--- config.mk ---
export PLATFORM = sky130hd
export DESIGN_NAME = echo_decodificador
export DESIGN_NICKNAME = d
export VERILOG_FILES = /design/src/rtl/echo_pkg.sv /design/src/rtl/echo_decod_tabela.sv /design/src/rtl/echo_decodificador.sv
export SDC_FILE = /design/constraint.sdc
export NUM_CORES = 1
export LEC_CHECK = 0
export ABC_AREA = 0
export CAP_MARGIN = 5
export CORE_MARGIN = 3
export CORE_UTILIZATION = 55
export DETAILED_ROUTE_END_ITERATION = 6
export PLACE_DENSITY = 0.83
export SYNTH_ARGS = -nofsm -noshare
export SYNTH_HDL_FRONTEND = slang
export SYNTH_SLANG_ARGS = --single-unit
export TNS_END_PERCENT = 100
--- constraint.sdc ---
create_clock -name CLK -period 5.7 [get_ports CLK]
set_input_delay 0.855 -clock CLK [delete_from_list [all_inputs] [get_ports CLK]]
set_output_delay 0.855 -clock CLK [all_outputs]
set_load 0.05 [all_outputs]
--- src/rtl/echo_pkg.sv ---
// Shared definitions for the echo (Johnson) code receive path.
//   ECHO_0..ECHO_9 : 5-bit echo codes, {S1,S2,S3,S4,S5} with S1 as MSB
//   DIGIT_ILLEGAL  : digit reported for any code outside the table
//   lock_state_t   : lock state machine encoding
//   next_digit()   : BCD successor, 9 wraps to 0
package echo_pkg;

   localparam logic [4:0] ECHO_0 = 5'b11111;
   localparam logic [4:0] ECHO_1 = 5'b01111;
   localparam logic [4:0] ECHO_2 = 5'b00111;
   localparam logic [4:0] ECHO_3 = 5'b00011;
   localparam logic [4:0] ECHO_4 = 5'b00001;
   localparam logic [4:0] ECHO_5 = 5'b00000;
   localparam logic [4:0] ECHO_6 = 5'b10000;
   localparam logic [4:0] ECHO_7 = 5'b11000;
   localparam logic [4:0] ECHO_8 = 5'b11100;
   localparam logic [4:0] ECHO_9 = 5'b11110;

   localparam logic [3:0] DIGIT_ILLEGAL = 4'hF;

   typedef enum logic {
      UNLOCKED = 1'b0,
      LOCKED   = 1'b1
   } lock_state_t;

   function automatic logic [3:0] next_digit(input logic [3:0] d);
      return (d >= 4'd9) ? 4'd0 : d + 4'd1;
   endfunction

endpackage

--- src/rtl/echo_decod_tabela.sv ---
// Combinational echo code -> BCD digit lookup. Also used as the golden
// model by the encoder bench, so it carries no state.
//   i_code    : {S1,S2,S3,S4,S5}
//   o_digit   : decoded BCD digit, DIGIT_ILLEGAL for unknown codes
//   o_illegal : 1 when i_code is not one of the ten echo codes
module echo_decod_tabela
   import echo_pkg::*;
(
   input  logic [4:0] i_code,
   output logic [3:0] o_digit,
   output logic       o_illegal
);

   always_comb begin
      o_digit   = DIGIT_ILLEGAL;
      o_illegal = 1'b0;
      case (i_code)
         ECHO_0:  o_digit = 4'd0;
         ECHO_1:  o_digit = 4'd1;
         ECHO_2:  o_digit = 4'd2;
         ECHO_3:  o_digit = 4'd3;
         ECHO_4:  o_digit = 4'd4;
         ECHO_5:  o_digit = 4'd5;
         ECHO_6:  o_digit = 4'd6;
         ECHO_7:  o_digit = 4'd7;
         ECHO_8:  o_digit = 4'd8;
         ECHO_9:  o_digit = 4'd9;
         default: o_illegal = 1'b1;
      endcase
   end

endmodule

--- src/rtl/echo_decodificador.sv ---
// Echo code receiver: decodes {S1..S5} to BCD A..D through one output
// register stage with valid/ready on both sides, flags illegal codes,
// checks the +1 mod 10 digit sequence and tracks sequence lock.
//   CLK, RS              : clock, synchronous active-high reset
//   RE                   : receive enable, 0 blocks accepts (drain still allowed)
//   S1..S5, IN_VALID     : input code word, IN_READY back-pressure
//   A..D, ERR, SEQ_ERR   : registered output word, OUT_VALID / OUT_READY
//   LOCK                 : lock state machine is LOCKED
//   ERR_CNT              : saturating count of ERR and SEQ_ERR events
//
// state    | meaning
// ---------+-----------------------------------------------------------
// UNLOCKED | counting consecutive in-sequence digits toward LOCK_N
// LOCKED   | in sequence; a break or illegal code drops back to UNLOCKED
module echo_decodificador
   import echo_pkg::*;
#(
   parameter int ERR_CNT_W = 8,
   parameter int LOCK_N    = 3
)(
   input  logic                 CLK,
   input  logic                 RS,
   input  logic                 RE,
   input  logic                 S1,
   input  logic                 S2,
   input  logic                 S3,
   input  logic                 S4,
   input  logic                 S5,
   input  logic                 IN_VALID,
   output logic                 IN_READY,
   output logic                 A,
   output logic                 B,
   output logic                 C,
   output logic                 D,
   output logic                 ERR,
   output logic                 SEQ_ERR,
   output logic                 OUT_VALID,
   input  logic                 OUT_READY,
   output logic                 LOCK,
   output logic [ERR_CNT_W-1:0] ERR_CNT
);

   localparam logic [3:0]           LOCK_N_C    = 4'(LOCK_N);
   localparam logic [ERR_CNT_W-1:0] ERR_CNT_MAX = '1;
   localparam logic [ERR_CNT_W-1:0] ERR_CNT_ONE = ERR_CNT_W'(1);

   lock_state_t            r_state;
   lock_state_t            w_state_nxt;
   logic [3:0]             r_run;
   logic [3:0]             w_run_nxt;
   logic [3:0]             r_prev;
   logic                   r_prev_valid;
   logic                   r_out_valid;
   logic [3:0]             r_digit;
   logic                   r_err;
   logic                   r_seq_err;
   logic [ERR_CNT_W-1:0]   r_err_cnt;

   logic [4:0]             w_code;
   logic [3:0]             w_digit;
   logic                   w_illegal;
   logic                   w_accept;
   logic                   w_in_seq;
   logic                   w_seq_err;
   logic                   w_err_inc;

   assign w_code = {S1, S2, S3, S4, S5};

   echo_decod_tabela u_tabela (
      .i_code    (w_code),
      .o_digit   (w_digit),
      .o_illegal (w_illegal)
   );

   // Ready also when the held word drains this cycle, so a full stream
   // runs at one word per clock.
   assign IN_READY = RE & ~RS & (~r_out_valid | OUT_READY);
   assign w_accept = IN_VALID & IN_READY;

   // A repeated digit is not the successor, so it counts as a break.
   assign w_in_seq = ~w_illegal & r_prev_valid & (w_digit == next_digit(r_prev));

   always_ff @(posedge CLK) begin
      if (RS) begin
         r_state <= UNLOCKED;
         r_run   <= 4'd0;
      end else begin
         r_state <= w_state_nxt;
         r_run   <= w_run_nxt;
      end
   end

   always_comb begin
      w_state_nxt = r_state;
      w_run_nxt   = r_run;
      w_seq_err   = 1'b0;
      w_err_inc   = 1'b0;
      if (w_accept) begin
         case (r_state)
            UNLOCKED: begin
               if (w_illegal) begin
                  w_run_nxt = 4'd0;
                  w_err_inc = 1'b1;
               end else if (w_in_seq) begin
                  w_run_nxt = r_run + 4'd1;
               end else begin
                  w_run_nxt = 4'd1;
               end
               // Lock on the same edge the run reaches LOCK_N.
               if (!w_illegal && (w_run_nxt >= LOCK_N_C))
                  w_state_nxt = LOCKED;
            end
            LOCKED: begin
               if (w_illegal) begin
                  w_err_inc   = 1'b1;
                  w_run_nxt   = 4'd0;
                  w_state_nxt = UNLOCKED;
               end else if (!w_in_seq) begin
                  w_seq_err   = 1'b1;
                  w_err_inc   = 1'b1;
                  w_run_nxt   = 4'd1;
                  w_state_nxt = UNLOCKED;
               end
            end
            default: w_state_nxt = UNLOCKED;
         endcase
      end
   end

   always_ff @(posedge CLK) begin
      if (RS) begin
         r_out_valid  <= 1'b0;
         r_digit      <= 4'd0;
         r_err        <= 1'b0;
         r_seq_err    <= 1'b0;
         r_prev       <= 4'd0;
         r_prev_valid <= 1'b0;
         r_err_cnt    <= '0;
      end else if (w_accept) begin
         r_out_valid <= 1'b1;
         r_digit     <= w_digit;
         r_err       <= w_illegal;
         r_seq_err   <= w_seq_err;
         if (w_illegal) begin
            r_prev_valid <= 1'b0;
         end else begin
            r_prev       <= w_digit;
            r_prev_valid <= 1'b1;
         end
         if (w_err_inc && (r_err_cnt != ERR_CNT_MAX))
            r_err_cnt <= r_err_cnt + ERR_CNT_ONE;
      end else if (OUT_READY) begin
         r_out_valid <= 1'b0;
      end
   end

   assign {A, B, C, D} = r_digit;
   assign ERR          = r_err;
   assign SEQ_ERR      = r_seq_err;
   assign OUT_VALID    = r_out_valid;
   assign LOCK         = (r_state == LOCKED);
   assign ERR_CNT      = r_err_cnt;

endmodule
==> key figures <==
Finish
  – Final net count: 211
  – Final Util: 70.3%
  – Area growth syn-to-layout: 20.5%
  – Filler cells: 206
  – Most common cell after layout, fill and taps aside: clkdlybuf4s50_1
  – Share of cells above drive strength 1: 10.3%
  – Footprint of the multi-input gates: 905 sq um
  – Most frequent cells in the layout: clkdlybuf4s50_1 (26), dfxtp_1 (25), nand2_1 (14), a21oi_1 (14), nor2_1 (13)
  – Antenna diodes: 0
  – Register Area: 500 sq um

Power
  – Logic pwr share: 19.9%
  – Switch share: 29.3%
  – NetSw: 0.0960 mW
  – Leakage power: 0.605 nW
  – Max IR drop VDD: 0.153 mV
  – Clk pwr share: 24.2%
  – Part of the power in registers: 55.9%
  – PD cells: 186 nW/um^2
  – P_int: 0.231 mW

Synth
  – Area fraction in compound gates after synthesis: 24.0%
  – Xor and xnor area share after synthesis: 3.52%
  – Post-synth EDFFs: 0
  – Synth Warn #: 0
  – Mux contribution to synthesized area: 1.37%
  – Mapped Avg Cell Area: 8.57 sq um
  – Post-synthesis net count: 185
  – Synth Cell Area: 1460 sq um
  – Simple-Gate Fraction of Synth Area: 28.8%
  – Synth cell types: 53
  – Yosys reg bits: 25
  – Primary FF master, synth: dfxtp_1
  – Ys async rst share: 0%
  – Combinational family with the most area after synthesis: simple AND/OR/NAND/NOR gates
  – Synth Instances: 170
  – Register area share after synthesis: 34.3%
  – Adder-cell share of the synthesized area: 4.29%

Setup path
  – CP bufs+invs: 2
  – CP startpoint kind: primary input
  – Reg-to-Reg End: ERR_CNT[1]
  – R2R cell count: 9
  – Worst-path cell chain: clkdlybuf4s50_1 -> and3b_2 -> clkdlybuf4s50_1
  – CP arrival: 2960 ps
  – Crit-path max cell delay: 860 ps
  – Most Frequent Cell on Critical Path: clkdlybuf4s50_1
  – Critical Path Slowest Stage Cell: clkdlybuf4s50_1
  – Crit Path Max Fanout: 26
  – R2R setup slack: 3140 ps
  – R2r startpoint: r_prev[1]
  – CP delay by family, top: buffers and inverters
  – Critical Path End Type: output port
  – Critical path class: in -> out
  – WP data required: 4850 ps

Detailed routing
  – DR WL/cell: 13.7 microns
  – Antenna viol nets, final: 0
  – Routed WL: 3.08 mm
  – Detail-routed via count per cell: 6.00
  – 1st-iter DRT viols: 81
  – DRC: 0
  – Via count: 1349
  – First-pass DRT Iterations: 4

Timing
  – Tmin final: 3820 ps
  – Measured slew at the worst slew-check pin: 874 ps
  – RSZ-0062 raised after global routing: false
  – Fin Clk Skew: 5.57 ps
  – Tcrit/Tclk final: 66.9%
  – Fmax: 0.262 GHz
  – Max-slew headroom: 41.5%
  – Final Hold Viols: 0
  – Setup TNS: 0 ps
  – Setup Viol. Count Final: 0
  – Max Slew Vio Count: 0
  – Hold WS: 483 ps

Global routing
  – First-pass GRT wire length: 5.11 mm
  – Largest net degree at the start of global routing: 27
  – Vias in the first global route: 1274
  – Total GRT Usage: 19.1%
  – GR Overflow Total: 0
  – Initial antenna violation count: 0

Clock tree
  – CTS tree: done
  – Cts repair resizes: 0
  – Clk root buf: clkbuf_4
  – H-tree Lvls: 1
  – CTS Sinks: 25
  – Clock Latency Late Sink: 320 ps
  – Clk slew on worst S/H paths: 130 ps
  – Clk buf depth: 2
  – Hold Buf Count CTS: 0
  – TritonCTS Buffers: 3
  – Postcts setup bufs: 0

Run
  – Max cap viols: 0

Die
  – Die area: 3300 sq um
  – Starting density of the core: 58.3%
  – Chip Height: 57.5 microns
  – Core area: 2500 sq um
  – I/O pin cnt: 27
  – Die Width: 57.5 microns
  – FP Rows: 18

Place
  – Gpl congestion: 0.787
  – HPWL Detailed: 2.28 mm
  – IO buf count: 26

Run status
  – Outcome: complete, no violations

Min path
  – Hold WC Path Type: reg -> reg
  – Hold Path End: r_prev_valid
  – Hold path depth: 2
  – Hold Startpoint: r_prev_valid
==> power groups by stage <==
stage	registers [mW]	clock network [mW]	logic (mW)
detailed placement	0.187	0	0.0649
global placement	0.187	0	0.0631
global route	0.184	0.0870	0.0698
finish	0.183	0.0792	0.0650
floorplan	0.199	0	0.0310
CTS	0.183	0.0792	0.0651
==> state kept, by name (all words and copies together) (netlist names) <==
| name | flops |
|---|---|
| ERR | 1 |
| ERR_CNT | 8 |
| LOCK | 1 |
| OUT_VALID | 1 |
| SEQ_ERR | 1 |
| r_digit | 4 |
| r_prev | 4 |
| r_prev_valid | 1 |
| r_run | 4 |
==> final cells by class <==
type | instances | share of cell area [%]
Clock buffer | 3 | 1.28
Clock inverter | 1 | 0.285
Inverter | 7 | 1.50
Multi-Input combinational cell | 133 | 51.5
Sequential cell | 25 | 28.5
Tap cell | 30 | 2.14
Timing Repair Buffer | 26 | 14.8
==> worst max path at each step <==
stage	start	end	slack [ps]	depth (start not counted)
after CTS	RS	IN_READY	1890	3
after global placement	RS	IN_READY	1920	3
after global routing	RS	IN_READY	1790	3
final	RS	IN_READY	1880	3
after floorplan	OUT_READY	ERR_CNT[3]	3210	8
after detailed placement	RS	IN_READY	1890	3
==> routing by layer <==
metal,global-route usage [%],vias to the layer above,share of wire [%],wire length (microns)
li1,-,673,-,-
met1,22.1,636,46,1400
met2,34.0,33,49,1510
met3,3.17,7,3.9,119
met4,8.61,0,1.3,41
met5,0,-,0,0
==> kinds of logic after synthesis <==
family                     count (synthesis)
xor gates and xnor gates                   5
muxes                                      2
DFF                                       25
buffers and inverters                     12
and+or+nand+nor                           73
adders and majority gates                  5
AOI/OAI and AO/OA                         48
==> per-stage QoR <==
step | worst slack (ps) | std cells | power (mW) | cell area (sq um)
floorplan | 3210 | 170 | 0.230 | 1460
global route | 1790 | 225 | 0.341 | 1760
CTS | 1890 | 225 | 0.327 | 1760
detailed placement | 1890 | 221 | 0.252 | 1730
finish | 1880 | 225 | 0.327 | 1760
global placement | 1920 | 221 | 0.250 | 1730
==> worst reg2reg max path, stage by stage (launching register included) <==
cell	delay, ps
dfxtp_1	370
inv_1	80
ha_1	200
or3b_1	370
a21boi_1	200
xor2_1	200
nand4_2	190
o31ai_4	510
mux2i_1	250
nor2_1	60
==> synth_stat cells (3+ instances only) <==
cell,n,area [sq um]
dfxtp_1,25,500
a21oi_1,14,70.1
nand2_1,14,52.6
nor2_1,13,48.8
o21ai_0,11,55.1
nand3_1,7,35.0
a211oi_1,5,37.5
ha_1,5,62.6
inv_1,5,18.8
nand2b_1,5,31.3
or3_1,5,31.3
clkbuf_1,4,15.0
a31oi_1,3,18.8
and3_2,3,22.5
nor2b_1,3,18.8
nor3_1,3,15.0
(Power assumes the default switching activity.)
